### src/rtl/mmio_pkg.sv
// mmio_pkg: register map, timer control bit positions and default base address
// shared by the GPIO/timer peripheral and its timer sub-block.
package mmio_pkg;
  localparam logic [31:0] DEFAULT_BASE = 32'hFFFF_0000;
  localparam logic [3:0] OFF_GPIO_OUT = 4'h0;
  localparam logic [3:0] OFF_GPIO_IN  = 4'h1;
  localparam logic [3:0] OFF_TMR_CTRL = 4'h2;
  localparam logic [3:0] OFF_TMR_CMP  = 4'h3;
  localparam logic [3:0] OFF_TMR_CNT  = 4'h4;
  localparam logic [3:0] OFF_TMR_STAT = 4'h5;
  localparam int CTRL_EN   = 0;
  localparam int CTRL_AUTO = 1;
  localparam int CTRL_IE   = 2;
  typedef enum logic {IDLE, RUN} tmr_state_t;
endpackage

### src/rtl/mmio_timer.sv
// mmio_timer: compare timer with CTRL/CMP/CNT/STAT registers; EN is the FSM
// state itself, so RUN reads back as CTRL.EN=1.
module mmio_timer
  import mmio_pkg::*;
(
  input  logic        clk,
  input  logic        reset,
  input  logic        we,
  input  logic [3:0]  off,
  input  logic [31:0] wdata,
  output logic [31:0] rdata,
  output logic        irq
);
  tmr_state_t state, state_n;
  logic auto_r, ie, match, hit;
  logic [31:0] cmp, cnt, cnt_n;
  logic we_ctrl, we_cmp, we_cnt, we_stat;
  assign we_ctrl = we && off == OFF_TMR_CTRL;
  assign we_cmp  = we && off == OFF_TMR_CMP;
  assign we_cnt  = we && off == OFF_TMR_CNT;
  assign we_stat = we && off == OFF_TMR_STAT;
  assign hit     = state == RUN && cnt == cmp;
  always_ff @(posedge clk or negedge reset)
    if (!reset) state <= IDLE;
    else state <= state_n;
  always_comb
    state_n = we_ctrl ? (wdata[CTRL_EN] ? RUN : IDLE) : (hit && !auto_r) ? IDLE : state;
  // CPU writes to CNT beat the timer update; a match set beats write-1-to-clear
  always_comb begin
    cnt_n = we_cnt ? wdata : (state == RUN && !hit) ? cnt + 32'd1 : (hit && auto_r) ? '0 : cnt;
    irq   = match & ie;
    rdata = off == OFF_TMR_CTRL ? {29'b0, ie, auto_r, state == RUN} :
            off == OFF_TMR_CMP  ? cmp :
            off == OFF_TMR_CNT  ? cnt :
            off == OFF_TMR_STAT ? {31'b0, match} : '0;
  end
  always_ff @(posedge clk or negedge reset)
    if (!reset) begin
      auto_r <= 1'b0;
      ie     <= 1'b0;
      cmp    <= '0;
      cnt    <= '0;
      match  <= 1'b0;
    end else begin
      if (we_ctrl) begin
        auto_r <= wdata[CTRL_AUTO];
        ie     <= wdata[CTRL_IE];
      end
      if (we_cmp) cmp <= wdata;
      cnt   <= cnt_n;
      match <= hit | (match & !(we_stat & wdata[0]));
    end
endmodule

### src/rtl/mmio_gpio_timer.sv
// mmio_gpio_timer: 64-byte MMIO window with GPIO out/in registers and a compare
// timer that is built in only when MMIO_TIMER_EN is defined.
module mmio_gpio_timer
  import mmio_pkg::*;
#(
  parameter logic [31:0] BASE_ADDR = DEFAULT_BASE
) (
  input  logic        clk,
  input  logic        reset,
  input  logic        Write_Enable_i,
  input  logic [31:0] Address_i,
  input  logic [31:0] Write_Data,
  output logic [31:0] Read_Data,
  output logic        Sel_o,
  input  logic [7:0]  GPIO_i,
  output logic [7:0]  GPIO_o,
  output logic        Irq_o
);
  logic [3:0] off;
  logic we, unused;
  logic [7:0] gpio_out, sync1, sync2;
  logic [31:0] tmr_rdata;
  assign Sel_o  = Address_i[31:6] == BASE_ADDR[31:6];
  assign off    = Address_i[5:2];
  assign we     = Write_Enable_i & Sel_o;
  assign GPIO_o = gpio_out;
  always_ff @(posedge clk or negedge reset)
    if (!reset) begin
      gpio_out <= '0;
      sync1    <= '0;
      sync2    <= '0;
    end else begin
      if (we && off == OFF_GPIO_OUT) gpio_out <= Write_Data[7:0];
      sync1 <= GPIO_i;
      sync2 <= sync1;
    end
`ifdef MMIO_TIMER_EN
  mmio_timer u_timer (
    .clk   (clk),
    .reset (reset),
    .we    (we),
    .off   (off),
    .wdata (Write_Data),
    .rdata (tmr_rdata),
    .irq   (Irq_o)
  );
  assign unused = ^Address_i[1:0];
`else
  assign tmr_rdata = '0;
  assign Irq_o     = 1'b0;
  assign unused    = ^{Address_i[1:0], Write_Data[31:8]};
`endif
  always_comb
    Read_Data = !Sel_o ? '0 :
                off == OFF_GPIO_OUT ? {24'b0, gpio_out} :
                off == OFF_GPIO_IN  ? {24'b0, sync2} : tmr_rdata;
endmodule

### config.mk
export PLATFORM = sky130hd
export DESIGN_NAME = mmio_gpio_timer
export DESIGN_NICKNAME = d
export VERILOG_FILES = /design/src/rtl/mmio_pkg.sv /design/src/rtl/mmio_timer.sv /design/src/rtl/mmio_gpio_timer.sv
export SDC_FILE = /design/constraint.sdc
export NUM_CORES = 1
export LEC_CHECK = 0
export ABC_AREA = 1
export BUFFER_PORTS_ARGS = -buffer_cell sky130_fd_sc_hd__buf_2
export CORE_ASPECT_RATIO = 1.4
export CORE_MARGIN = 1.5
export CORE_UTILIZATION = 39
export DETAILED_ROUTE_END_ITERATION = 6
export PLACE_DENSITY = 0.8
export SLEW_MARGIN = 20
export SYNTH_ARGS = -nofsm -noshare
export SYNTH_HDL_FRONTEND = slang
export SYNTH_SLANG_ARGS = --single-unit
### constraint.sdc
create_clock -name clk -period 1.8 [get_ports clk]
set_clock_uncertainty 0.05 [all_clocks]
set_input_delay 0.09 -clock clk [delete_from_list [all_inputs] [get_ports clk]]
set_output_delay 0.09 -clock clk [all_outputs]
set_load 0.01 [all_outputs]
==> metrics.cfg <==
[status]
outcome = completed

[global_routing]
gr-total-overflow = 0
grt_pass1_vias = 975
antenna_found_initial = 0
grt_usage_pct = 15.2
grt_first_pass_wirelength_mm = 4.11
grt_max_degree = 25

[route]
dr.pass1.iters = 3
postRouteAntennaNets = 0
drtIter0Drc = 10
drc = 0
viasPerCell = 4.25
via_count = 1046
drt_wl_total_mm = 2.48
post_drt_wl_per_cell_um = 10.1

[clocking]
clockBufferDepth = 2
cts.repair.resized = 0
hold_buffers = 9
clk_latency_ps = 260
post_cts_buffers = 0
cts_buffers = 3
numClockSinks = 24
htreeDepth = 1
clk_pin_slew_ps = 80
cts_tree = built
root_buffer = clkbuf_8

[synth]
synth_top_area_cell = dfrtp_1
seq_area_frac_synth_pct = 47.9
ys_types = 16
syn_inst = 131
synth_commonest_cells = nand2_1 (26), buf_4 (25), dfrtp_1 (24)
ys_ff_latch = 24
yosys.area.top_type_share_pct = 47.9
synth_ff_type = dfrtp_1
synth_edf_count = 0
async_reset_ff_share_pct = 100
synthTopCellsByArea = dfrtp_1 (48%), buf_4 (15%), nand2_1 (7.8%)
avgSynthCellArea_sq_um = 9.58
yosysWarnings = 0
yosysMostFrequentCell = nand2_1
synth_area_sq_um = 1250

[die]
dieArea_sq_um = 3570
start_util_pct = 40.6
die_width_um = 50.9
num_rows = 24
pin_count = 117
fp.coreArea_sq_um = 3090
fp.dieH_um = 70.1

[sta]
finalHoldViolations = 0
worst_pin_slew_ps = 507
finalCritPeriodShare_pct = 73.4
rsz0062_at_grt = no
fin_crit_ps = 1320
drv_slew = 0
worst_slack_ps = 478
relSlewSlack_pct = 66.2
max_freq_mhz = 756
setup_viol = 0
tns_ps = 0

[placement]
placed_cells = 233
io_buffer_count = 65
dpl.hpwl_mm = 1.95
place.gp.congestion = 0.761
place_ws_ps = 479

[final_layout]
fin_util_pct = 54.4
nets = 283
drive_gt1_share_pct = 40.1
syn_to_final_growth_pct = 34.0
diodes = 0
fin_cells = 246

[critical_path]
crit_required_ps = 1660
start_kind = input pin
path_cells = buf_2 -> nor2_1 -> nand3_1 -> nor2_4 -> nand2_4 -> a21oi_2 -> buf_2
crit_type = input pin to output port
crit_fanout = 10
crit_arrival_ps = 1180
cp-end-kind = output port
critPathMaxStageDelay_ps = 310
cp_slowest_cell = nor2_4
critPathMostFrequentCell = buf_2

[power]
peakVddDrop_mv = 0.347
p_sw_share_pct = 20.1
leakagePower_nw = 0.907
p_comb_share_pct = 10.8
p_per_area_nw_per_um2 = 679
seqPwrFrac_pct = 49.2
internal_power_mw = 0.911
switchingPower_mw = 0.230
power.share.clock_pct = 40.0
power.total_mw = 1.14

[flow_run]
drv_cap = 0

[worst_hold_path]
hold_class = input pin to flop

[power by group through the flow]
stage | Clock [mW] | Sequential, mW | Combinational (mW)
global route | 0.498 | 0.564 | 0.140
floorplan | 0 | 0.571 | 0.0842
detailed placement | 0 | 0.572 | 0.109
global placement | 0 | 0.571 | 0.107
CTS | 0.471 | 0.561 | 0.124
finish | 0.457 | 0.561 | 0.123
[layout by cell type (no fill, tap or decap), drive strengths merged]
| master | netlist | routed |
|---|---|---|
| dfrtp | 24 | 24 |
| clkbuf | 0 | 3 |
| nand2b | 8 | 8 |
| nand2 | 27 | 27 |
| nand4 | 9 | 9 |
| dlygate4sd3 | 0 | 9 |
| nand3b | 1 | 1 |
| a21oi | 8 | 8 |
| bufinv | 0 | 1 |
| and3 | 1 | 1 |
| nor2 | 11 | 11 |
| buf | 26 | 65 |
| nand3 | 10 | 10 |
| inv | 5 | 5 |
| conb | 1 | 25 |
[metal layers]
metal | vias up | track usage [%] | share of wire (%)
met2 | 48 | 27.0 | 50
met1 | 461 | 16.2 | 38
met5 | - | 0 | 0
li1 | 530 | - | -
met4 | 0 | 8.41 | 2.8
met3 | 7 | 2.99 | 8.4
[cell families after synthesis]
kind of cell | after synthesis | share of synthesized area, %
simple gates | 67 | 28.9
compound gates | 8 | 5.58
other cells | 1 | 0.299
flops | 24 | 47.9
buf+inv | 31 | 17.3
[sequential cells by signal (all words and copies together) (netlist names)]
name and flops:
GPIO_o 8, sync1 8, sync2 8
[stage by stage]
| step | hold slack (ps) | cell area (sq um) |
|---|---|---|
| 3_5_place_dp | 39.4 | 1520 |
| 3_3_place_gp | 34.4 | 1520 |
| 2_1_floorplan | -256 | 1350 |
| 5_1_grt | 23.9 | 1680 |
| 4_1_cts | 20.9 | 1680 |
| 6_report | 24.5 | 1680 |
[critical path, delay by kind of cell]
kind | cells | cell delay (ps)
AND/OR/NAND/NOR | 4 | 710
buffers and inverters | 2 | 230
AO/OA/AOI/OAI | 1 | 140
[final timing paths]
check,startpoint,to,slack (ps),cells after the start
setup / recovery,Address_i[11],Read_Data[5],480,7
hold / removal,Write_Data[0],GPIO_o[0]$_DFFE_PN0P_,20,3
setup reg to reg,GPIO_o[5]$_DFFE_PN0P_,GPIO_o[5]$_DFFE_PN0P_,1100,2
hold reg to reg,sync1[6]$_DFF_PN0_,sync2[6]$_DFF_PN0_,300,0
max in group asynchronous,reset,GPIO_o[1]$_DFFE_PN0P_,1080,2
min in group asynchronous,reset,sync1[7]$_DFF_PN0_,270,2
[final cells by class]
cell class / instances / area, sq um
fill: 310 / 1410
sequential: 24 / 601
multi-input combinational: 100 / 527
clock inverter: 1 / 30.0
tap: 39 / 48.8
inverter: 5 / 18.8
timing repair buffer: 74 / 415
clock buffer: 3 / 41.3
Power figures use the tool's default switching activity.
